==> src/rtl/pipelined_control_unit.sv <==
// ---------------------------------------------------------------------------
// pipelined_control_unit
//
// Decodes the instruction sitting in ID and owns the ID/EX control register.
// It also resolves pipeline hazards: a load-use interlock, a multi-cycle
// stall while mulp/divp occupy EX, a branch flush, and an illegal-opcode trap.
//
// Ports:
//   clk, rst            clock, asynchronous active-high reset
//   id_valid            ID-stage instruction valid
//   id_opcode/funct2    instruction opcode and funct fields
//   id_rs1/rs2/rd       register fields (register 0 never creates a hazard)
//   ex_branch_taken     EX resolved a taken branch/jump this cycle
//   ex_valid, ex_rd     ID/EX valid bit and registered destination register
//   ex_aluop, ex_*      registered control word presented to EX
//   stall               hold PC and IF/ID (combinational)
//   flush               invalidate IF/ID (combinational)
//   illegal             one-cycle pulse after an illegal opcode is decoded
// ---------------------------------------------------------------------------
module pipelined_control_unit #(
   parameter int OPCODE_W = 3,
   parameter int FUNCT_W  = 2,
   parameter int REG_W    = 4,
   parameter int MUL_LAT  = 2,
   parameter int DIV_LAT  = 8
) (
   input  logic                clk,
   input  logic                rst,
   input  logic                id_valid,
   input  logic [OPCODE_W-1:0] id_opcode,
   input  logic [FUNCT_W-1:0]  id_funct2,
   input  logic [REG_W-1:0]    id_rs1,
   input  logic [REG_W-1:0]    id_rs2,
   input  logic [REG_W-1:0]    id_rd,
   input  logic                ex_branch_taken,
   output logic                ex_valid,
   output logic [REG_W-1:0]    ex_rd,
   output logic [1:0]          ex_aluop,
   output logic                ex_memtoreg,
   output logic                ex_branch,
   output logic                ex_byteenable,
   output logic                ex_memread,
   output logic                ex_memwrite,
   output logic                ex_regsrc,
   output logic                ex_alusrc,
   output logic                ex_regwrite,
   output logic                ex_cmp,
   output logic                ex_blt,
   output logic                ex_bge,
   output logic                ex_jmp,
   output logic                stall,
   output logic                flush,
   output logic                illegal
);

   localparam int MAX_LAT = (MUL_LAT > DIV_LAT) ? MUL_LAT : DIV_LAT;
   localparam int CNT_W   = $clog2(MAX_LAT) + 1;

   localparam logic [OPCODE_W-1:0] OP_ALU  = OPCODE_W'(0);
   localparam logic [OPCODE_W-1:0] OP_LOG  = OPCODE_W'(1);
   localparam logic [OPCODE_W-1:0] OP_IMM  = OPCODE_W'(2);
   localparam logic [OPCODE_W-1:0] OP_LW   = OPCODE_W'(3);
   localparam logic [OPCODE_W-1:0] OP_SW   = OPCODE_W'(4);
   localparam logic [OPCODE_W-1:0] OP_BR   = OPCODE_W'(5);

   localparam logic [FUNCT_W-1:0]  F_0     = FUNCT_W'(0);
   localparam logic [FUNCT_W-1:0]  F_1     = FUNCT_W'(1);
   localparam logic [FUNCT_W-1:0]  F_2     = FUNCT_W'(2);
   localparam logic [FUNCT_W-1:0]  F_3     = FUNCT_W'(3);

   typedef enum logic {RUN, MBUSY} state_t;

   typedef struct packed {
      logic [1:0] aluop;
      logic       memtoreg;
      logic       branch;
      logic       byteenable;
      logic       memread;
      logic       memwrite;
      logic       regsrc;
      logic       alusrc;
      logic       regwrite;
      logic       cmp;
      logic       blt;
      logic       bge;
      logic       jmp;
   } ctrl_t;

   state_t             state_q, state_d;
   logic [CNT_W-1:0]   cnt_q, cnt_d;
   logic               ex_valid_q, ex_valid_d;
   logic [REG_W-1:0]   ex_rd_q, ex_rd_d;
   ctrl_t              ctrl_q, ctrl_d;
   logic               illegal_q, illegal_d;

   ctrl_t              dec_ctrl;
   logic               dec_illegal;
   logic               dec_rs2_used;
   logic               is_mul;
   logic               is_div;
   logic               load_use;
   logic               stall_c;
   logic               flush_c;

   // ---------------- ID decode ----------------
   always_comb begin
      dec_ctrl     = '0;
      dec_illegal  = 1'b0;
      dec_rs2_used = 1'b0;
      case (id_opcode)
         OP_ALU: begin
            dec_ctrl.aluop    = 2'b10;
            dec_ctrl.regwrite = 1'b1;
            dec_rs2_used      = 1'b1;
         end
         OP_LOG: begin
            dec_ctrl.aluop    = 2'b10;
            dec_ctrl.regwrite = 1'b1;
            dec_ctrl.cmp      = (id_funct2 == F_2);
            dec_rs2_used      = 1'b1;
         end
         OP_IMM: begin
            dec_ctrl.aluop    = 2'b00;
            dec_ctrl.alusrc   = 1'b1;
            dec_ctrl.regwrite = 1'b1;
         end
         OP_LW: begin
            dec_ctrl.memread    = 1'b1;
            dec_ctrl.memtoreg   = 1'b1;
            dec_ctrl.alusrc     = 1'b1;
            dec_ctrl.regwrite   = 1'b1;
            dec_ctrl.byteenable = (id_funct2 == F_0);
         end
         OP_SW: begin
            dec_ctrl.memwrite   = 1'b1;
            dec_ctrl.alusrc     = 1'b1;
            dec_ctrl.byteenable = (id_funct2 == F_0);
            dec_rs2_used        = 1'b1;
         end
         OP_BR: begin
            dec_ctrl.branch = 1'b1;
            dec_ctrl.regsrc = 1'b1;
            dec_ctrl.alusrc = 1'b1;
            dec_ctrl.aluop  = 2'b01;
            dec_ctrl.blt    = (id_funct2 == F_0);
            dec_ctrl.bge    = (id_funct2 == F_1);
            dec_ctrl.jmp    = (id_funct2 == F_2);
            dec_rs2_used    = 1'b1;
         end
         default: dec_illegal = 1'b1;
      endcase
   end

   assign is_mul = (id_opcode == OP_ALU) && (id_funct2 == F_2);
   assign is_div = (id_opcode == OP_ALU) && (id_funct2 == F_3);

   // A load still in EX forwards nothing in time for a dependent ID op.
   assign load_use = ex_valid_q && ctrl_q.memread && (ex_rd_q != '0) && id_valid &&
                     ((ex_rd_q == id_rs1) || (dec_rs2_used && (ex_rd_q == id_rs2)));

   // ---------------- hazard control / next ID/EX word ----------------
   always_comb begin
      state_d    = state_q;
      cnt_d      = cnt_q;
      ex_valid_d = ex_valid_q;
      ex_rd_d    = ex_rd_q;
      ctrl_d     = ctrl_q;
      illegal_d  = 1'b0;
      stall_c    = 1'b0;
      flush_c    = 1'b0;
      case (state_q)
         RUN: begin
            // Every RUN cycle loads a bubble unless a real word is accepted.
            ex_valid_d = 1'b0;
            ctrl_d     = '0;
            if (ex_branch_taken) begin
               flush_c = 1'b1;
            end else if (load_use) begin
               stall_c = 1'b1;
            end else if (id_valid && dec_illegal) begin
               illegal_d = 1'b1;
            end else if (id_valid) begin
               ex_valid_d = 1'b1;
               ex_rd_d    = id_rd;
               ctrl_d     = dec_ctrl;
               if (is_mul && (MUL_LAT > 1)) begin
                  state_d = MBUSY;
                  cnt_d   = CNT_W'(MUL_LAT - 1);
               end else if (is_div && (DIV_LAT > 1)) begin
                  state_d = MBUSY;
                  cnt_d   = CNT_W'(DIV_LAT - 1);
               end
            end
         end
         MBUSY: begin
            // EX still busy: freeze the front end and hold ID/EX.
            stall_c = 1'b1;
            cnt_d   = cnt_q - CNT_W'(1);
            if (cnt_q == CNT_W'(1)) begin
               state_d = RUN;
            end
         end
         default: state_d = RUN;
      endcase
   end

   // ---------------- ID/EX register ----------------
   always_ff @(posedge clk or posedge rst) begin
      if (rst) begin
         state_q    <= RUN;
         cnt_q      <= '0;
         ex_valid_q <= 1'b0;
         ex_rd_q    <= '0;
         ctrl_q     <= '0;
         illegal_q  <= 1'b0;
      end else begin
         state_q    <= state_d;
         cnt_q      <= cnt_d;
         ex_valid_q <= ex_valid_d;
         ex_rd_q    <= ex_rd_d;
         ctrl_q     <= ctrl_d;
         illegal_q  <= illegal_d;
      end
   end

   // Gating with rst drops stall/flush the moment reset is asserted.
   assign stall         = stall_c & ~rst;
   assign flush         = flush_c & ~rst;
   assign illegal       = illegal_q;
   assign ex_valid      = ex_valid_q;
   assign ex_rd         = ex_rd_q;
   assign ex_aluop      = ctrl_q.aluop;
   assign ex_memtoreg   = ctrl_q.memtoreg;
   assign ex_branch     = ctrl_q.branch;
   assign ex_byteenable = ctrl_q.byteenable;
   assign ex_memread    = ctrl_q.memread;
   assign ex_memwrite   = ctrl_q.memwrite;
   assign ex_regsrc     = ctrl_q.regsrc;
   assign ex_alusrc     = ctrl_q.alusrc;
   assign ex_regwrite   = ctrl_q.regwrite;
   assign ex_cmp        = ctrl_q.cmp;
   assign ex_blt        = ctrl_q.blt;
   assign ex_bge        = ctrl_q.bge;
   assign ex_jmp        = ctrl_q.jmp;

endmodule

==> config.mk <==
export PLATFORM = sky130hd
export DESIGN_NAME = pipelined_control_unit
export DESIGN_NICKNAME = d
export VERILOG_FILES = /design/src/rtl/pipelined_control_unit.sv
export SDC_FILE = /design/constraint.sdc
export NUM_CORES = 1
export LEC_CHECK = 0
export CORE_UTILIZATION = 42
export CTS_CLUSTER_DIAMETER = 200
export DETAILED_ROUTE_END_ITERATION = 6
export PLACE_DENSITY = 0.75
export SLEW_MARGIN = 20
export SYNTH_ARGS = -nofsm -noshare
export SYNTH_HDL_FRONTEND = slang
export SYNTH_SLANG_ARGS = --single-unit
==> constraint.sdc <==
create_clock -name clk -period 2.28 [get_ports clk]
set_input_delay 0.57 -clock clk [delete_from_list [all_inputs] [get_ports clk]]
set_output_delay 0.57 -clock clk [all_outputs]
set_load 0.01 [all_outputs]
Yosys cells after proc, flatten, opt, wreduce, memory -nomap -nowiden:

Index checks and enable logic that the tools add are counted.

* register bits: 25
* bits in latches: 0
* memory bits (writable): 0
* bits in read-only memories: 0
* output and inout bits: 22
* logic and storage cells: 105
* memories kept: 0

* add/subtract/negate cells: 1
* multipliers: 0
* divide/modulo/power cells: 0
* $lt $le $gt $ge: 0
* equality and inequality tests: 16
* shift-type cells: 0
* multiplexer cells: 43
* bitwise operators: 7
* reduce and logical (&&, ||, !) cells: 20

Operator list (count)
* $mux 14: 4
* $mux 1: 28
* $mux 4: 6
* $reduce_or 4->1: 3
* $reduce_and 5->1: 2
* $eq 4x4->1: 2
* $logic_and 1x1->1: 8
* $ne 2x2->1 const B: 4
* $pmux 4 s2: 1
* $eq 3x2->1 const B: 2
* $eq 3x3->1 const B: 2
* $reduce_or 6->1: 1
* $not 1->1: 5
* $eq 2x2->1 const B: 2
* $eq 4x1->1 const B: 1
* $pmux 1 s2: 2
* $pmux 2 s2: 1
* $reduce_bool 4->1: 1
* $reduce_or 2->1: 2
* $sub 4x1->4 const B: 1
* $eq 3x1->1 const B: 1
* $logic_not 3->1: 1
* $mux 3: 1
* $ne 3x3->1 const B: 1
* 4 further kinds: 5

Logic depth before layout (Yosys ltp):

* depth after elaboration: 10
* depth in mapped cells: 6
* mapped depth without buffers: 5

Worst setup path before layout:

OpenSTA, ideal clock, no wires.

* path type: input -> output
* from: input id_rs2[2]
* to: output stall
* arrival: 1.649 ns
* setup slack: 0.061 ns
* cell stages on the path: 5
* cell sequence: xor2_1 > or4b_4 > o22ai_4 > a21oi_1 > nor2_1

* longest elaborated chain between the ends: 8

Ends and longest elaborated chain
* from (decl): line 33 `input logic [REG_W-1:0] id_rs2,`
* $eq 4x4->1: line 159 `((ex_rd_q == id_rs1) || (dec_rs2_used && (ex_rd_q == id_rs2)));`
* $logic_and 1x1->1: line 159
* $logic_or 1x1->1: line 159
* $logic_and 1x1->1: line 158 `assign load_use = ex_valid_q && ctrl_q.memread && (ex_rd_q != '0) && id_valid &&`
* $mux 1: line 178 `end else if (load_use) begin`
* $mux 1: line 176 `if (ex_branch_taken) begin`
* $pmux 1 s2: line 171 `case (state_q)`
* $and 1x1->1: line 227 `assign stall = stall_c & ~rst;`
* to (decl): line 51 `output logic stall,`

No other way between the ends.

Worst setup path after layout:

* from: register ex_rd_q[3] (netlist: ex_rd[3])
* to: output stall

* longest elaborated chain between the ends: 8

Ends and longest elaborated chain
* from (decl): line 92 `logic [REG_W-1:0] ex_rd_q, ex_rd_d;`
* from (signal assigned): line 220 `ex_rd_q <= ex_rd_d;`
* $eq 4x4->1 or $reduce_bool 4->1 (tied branches): line 159, 158
* $logic_and 1x1->1 (on tied branches): line 159, 158
* $logic_or 1x1->1 or $logic_and 1x1->1 (tied branches): line 159, 158
* $logic_and 1x1->1 *: line 158
* $mux 1 *: line 178
* $mux 1 *: line 176
* $pmux 1 s2 *: line 171
* $and 1x1->1 *: line 227

Mark *: on every way between the ends. The rest lies on a longest branch, timed or not.

==> results by group <==
Routing
  • Met1 wire length: 1310 um
  • Metal2 WL: approximately 1400 um
  • Routed wire per std cell: 14.6 um
  • Drt first-iter violations: 40
  • DR top layer: met4
  • Metal3 WL: 115 um
  • Via count: 1,057
  • Via-per-instance ratio: 5.34
  • Drt first pass iters: 4
  • Post-route antenna net violation count: 0
  • # DRC: 0
  • Routed WL: 2900 um

Timing
  • Period utilization: 106%
  • Post-Route Skew: 0.00193 ns
  • Final hold viol count: 0
  • Final setup viols: 1
  • Max_slew headroom: 70.8%
  • Worst hold slack: around 0.51 ns
  • Measured slew at the worst slew-check pin: 0.437 ns
  • RSZ-0062 raised after global routing: true
  • Slew Viols, Final: 0
  • Fmax: 415 MHz
  • Final min period: 2.41 ns
  • Final TNS setup: -0.131 ns
  • Worst setup margin: -0.131 ns

Status
  • Status: complete, but fails checks
  • Failing checks: negative setup slack

Synthesis
  • Synthesized flop and latch total: 23
  • Most used DFF post-synth: dfrtp_1
  • Mapped Area: 1220 um^2
  • Share of the synthesized area in the top cell type: between 40 and 50%
  • Seq/Total Area, Yosys: 47.3%
  • Yosys warnings: 0
  • Post-synth top cells: 23 x dfrtp_1, 9 x nor2_1, 8 x xnor2_1
  • Async S/R FF share, synth: between 90% and 100%
  • Top post-synthesis cells by area: dfrtp_1 47%, a32o_1 5.8%, xnor2_1 5.8%
  • Syn_area_per_cell: 11.2 um^2
  • Number of enable flip-flop cells after synthesis: 0
  • Cells after synthesis: 109
  • Synthesized net count: 132
  • Most frequent cell after synthesis: dfrtp_1
  • Unique masters post-synth: 35
  • Cell type with the largest total area after synthesis: dfrtp_1

Clocking
  • # hold bufs at CTS: 0
  • H-tree depth: 1
  • Clk slew on worst S/H paths: 0.12 ns
  • Clock Sinks: 23
  • Num CTS Buffers: 3
  • Worst skew pair latency: 0.31 ns
  • Max clock buf depth: 2
  • CTS tree: built
  • # Post-CTS Setup Buffers: 0
  • Clock Tree Root: clkbuf_4

Critical path
  • CP endpoint kind: primary output
  • Required time worst endpoint: approximately 1.7 ns
  • CP max FO: 2
  • Reg2reg setup slack: 0.11 ns
  • Critical path type: flop to primary output
  • Arr. time, crit path: around 1.8 ns
  • Type of origin of the critical path: flop

Floorplanning
  • Die X: around 56 um
  • Die Area: 3120 um^2
  • Initial Utilization: 44.1%
  • Core area: 2760 um^2
  • I/O pin total: 43
  • Row count: 19
  • Die H: 55.8 um

Place
  • Port bufs: 42
  • Placer congestion estimate: 0.752
  • Placed Cells: 194
  • Placed cell area: 1780 um^2
  • Final HPWL DP: 2280 um

Finish
  • Layout cells sized above 1: 19.2%
  • Multi-input logic area: 598 um^2
  • Area Overhead vs Synth: 49.2%
  • Layout Cells excl Fill: around 200
  • Register area: 576 um^2
  • Cell area after layout: 1820 um^2
  • Final net count: about 190
  • Ant. Diodes: 0
  • Fill cells: 241

Flow run
  • MaxCap Viol Count: 0

Pwr
  • Switching power share of the total: 34.5%
  • Internal power: 0.888 mW
  • Cell Pwr Density: 746 nW/um^2
  • Maximum vdd drop: 0.000702 V
  • Clock network power share: between 10 and 15%
  • Sequential power share: 42.1%
  • Sw Pwr: 0.467 mW
  • Combinational group share of total power: 44.1%
  • Total power: about 1.4 mW
  • Leak pwr: between 0.8 and 0.9 nW

GRT
  • Total GRT Usage: 20.1%
  • Initial antenna violation count: 0
  • First-pass GRT wire length: 4920 um
  • GR Overflow Total: 0
  • Largest net degree at the start of global routing: 20
  • Number of global-route vias before repair: about 1,100

Worst hold path
  • Hold Path Class: flop to flop
==> layer usage <==
layer	track usage, %	vias up
met5	0	-
met3	5.35	2
met4	4.18	0
li1	-	508
met2	33.9	25
met1	26.1	522
==> power by group through the flow <==
stage               registers (mW)  logic [mW]  clock network (mW)
floorplan                    0.590       0.296                   0
CTS                          0.569       0.601               0.195
finish                       0.570       0.597               0.188
global placement             0.567       0.586                   0
global route                 0.582       0.654               0.214
detailed placement           0.578       0.606                   0
==> registers in the layout, indices dropped and copies added, names as in the netlist <==
| name | flops |
|---|---|
| ex_aluop | 2 |
| state_q | 1 |
| ex_jmp | 1 |
| ex_rd | 4 |
| ex_branch | 1 |
| cnt_q | 4 |
| ex_memtoreg | 1 |
| illegal | 1 |
| ex_valid | 1 |
| ex_blt | 1 |
| ex_cmp | 1 |
| ex_bge | 1 |
| ex_memwrite | 1 |
| ex_byteenable | 1 |
| ex_regwrite | 1 |
| ex_alusrc | 1 |
==> layout by cell type, fill, tap and decap left out, drive strengths merged, types with 2 or more instances in the layout <==
cell type       n
dlymetal6s2s    3
xnor2           8
nand3           2
clkdlybuf4s50  33
nor3            5
dlygate4sd2     3
nor2            9
a32o            7
inv             4
clkdlybuf4s15   2
nand2b          3
a21o            2
dfrtp          23
nand3b          3
buf            20
clkbuf          3
nor2b           3
mux2            4
ha              2
nand2           3
a22o            5
a221oi          2
o21ai           2
a21oi           2
xor2            2
==> worst max-delay path: stages (launching register included) <==
cell and delay [ns]:
dfrtp_1 0.39, or4_1 0.53, or2b_2 0.21, o22ai_4 0.08
a21oi_2 0.13, nor2_1 0.05, buf_2 0.13
==> path summary, 6_finish.rpt <==
kind / from / end / depth (start not counted)
setup / recovery: ex_rd[3] / stall / 6
hold / removal: ex_regwrite / ex_regwrite / 2
setup reg to reg: ex_rd[3] / ex_rd[1] / 6
hold reg to reg: ex_regwrite / ex_regwrite / 2
max in group asynchronous: rst / ex_jmp / 3
min in group asynchronous: rst / illegal / 2
==> layout make-up <==
class | count | share of cell area (%)
repair buffers | 61 | 30.9
multi-input cells | 75 | 32.9
clock inverters | 1 | 0.275
inverters | 4 | 0.826
well taps | 31 | 2.13
flip-flops and latches | 23 | 31.7
clock buffers | 3 | 1.24
==> through the flow <==
step	setup WS, ns	utilization (%)
2_1_floorplan	0.0612	-
3_3_place_gp	-0.809	64.7
3_5_place_dp	-0.814	64.7
4_1_cts	-0.183	65.4
5_1_grt	-0.246	65.9
6_report	-0.131	65.9
==> repair_timing <==
action / in CTS / in global routing
endpoints found under the setup margin: 2 / 12
pin swaps: 7 / 6
resized for setup: 11 / 5
==> cell families (layout without fill, tap and decap cells) <==
logic type / after synthesis / count (layout) / synth area share [%]
adders and majority gates: 2 / 2 / 2.06
muxes: 4 / 4 / 3.70
and+or+nand+nor: 37 / 37 / 19.6
xor gates and xnor gates: 10 / 10 / 7.19
DFF: 23 / 23 / 47.3
buffers and inverters: 11 / 69 / 4.11
AOI/OAI and AO/OA: 22 / 22 / 16.0
Power figures use the tool's default switching activity.
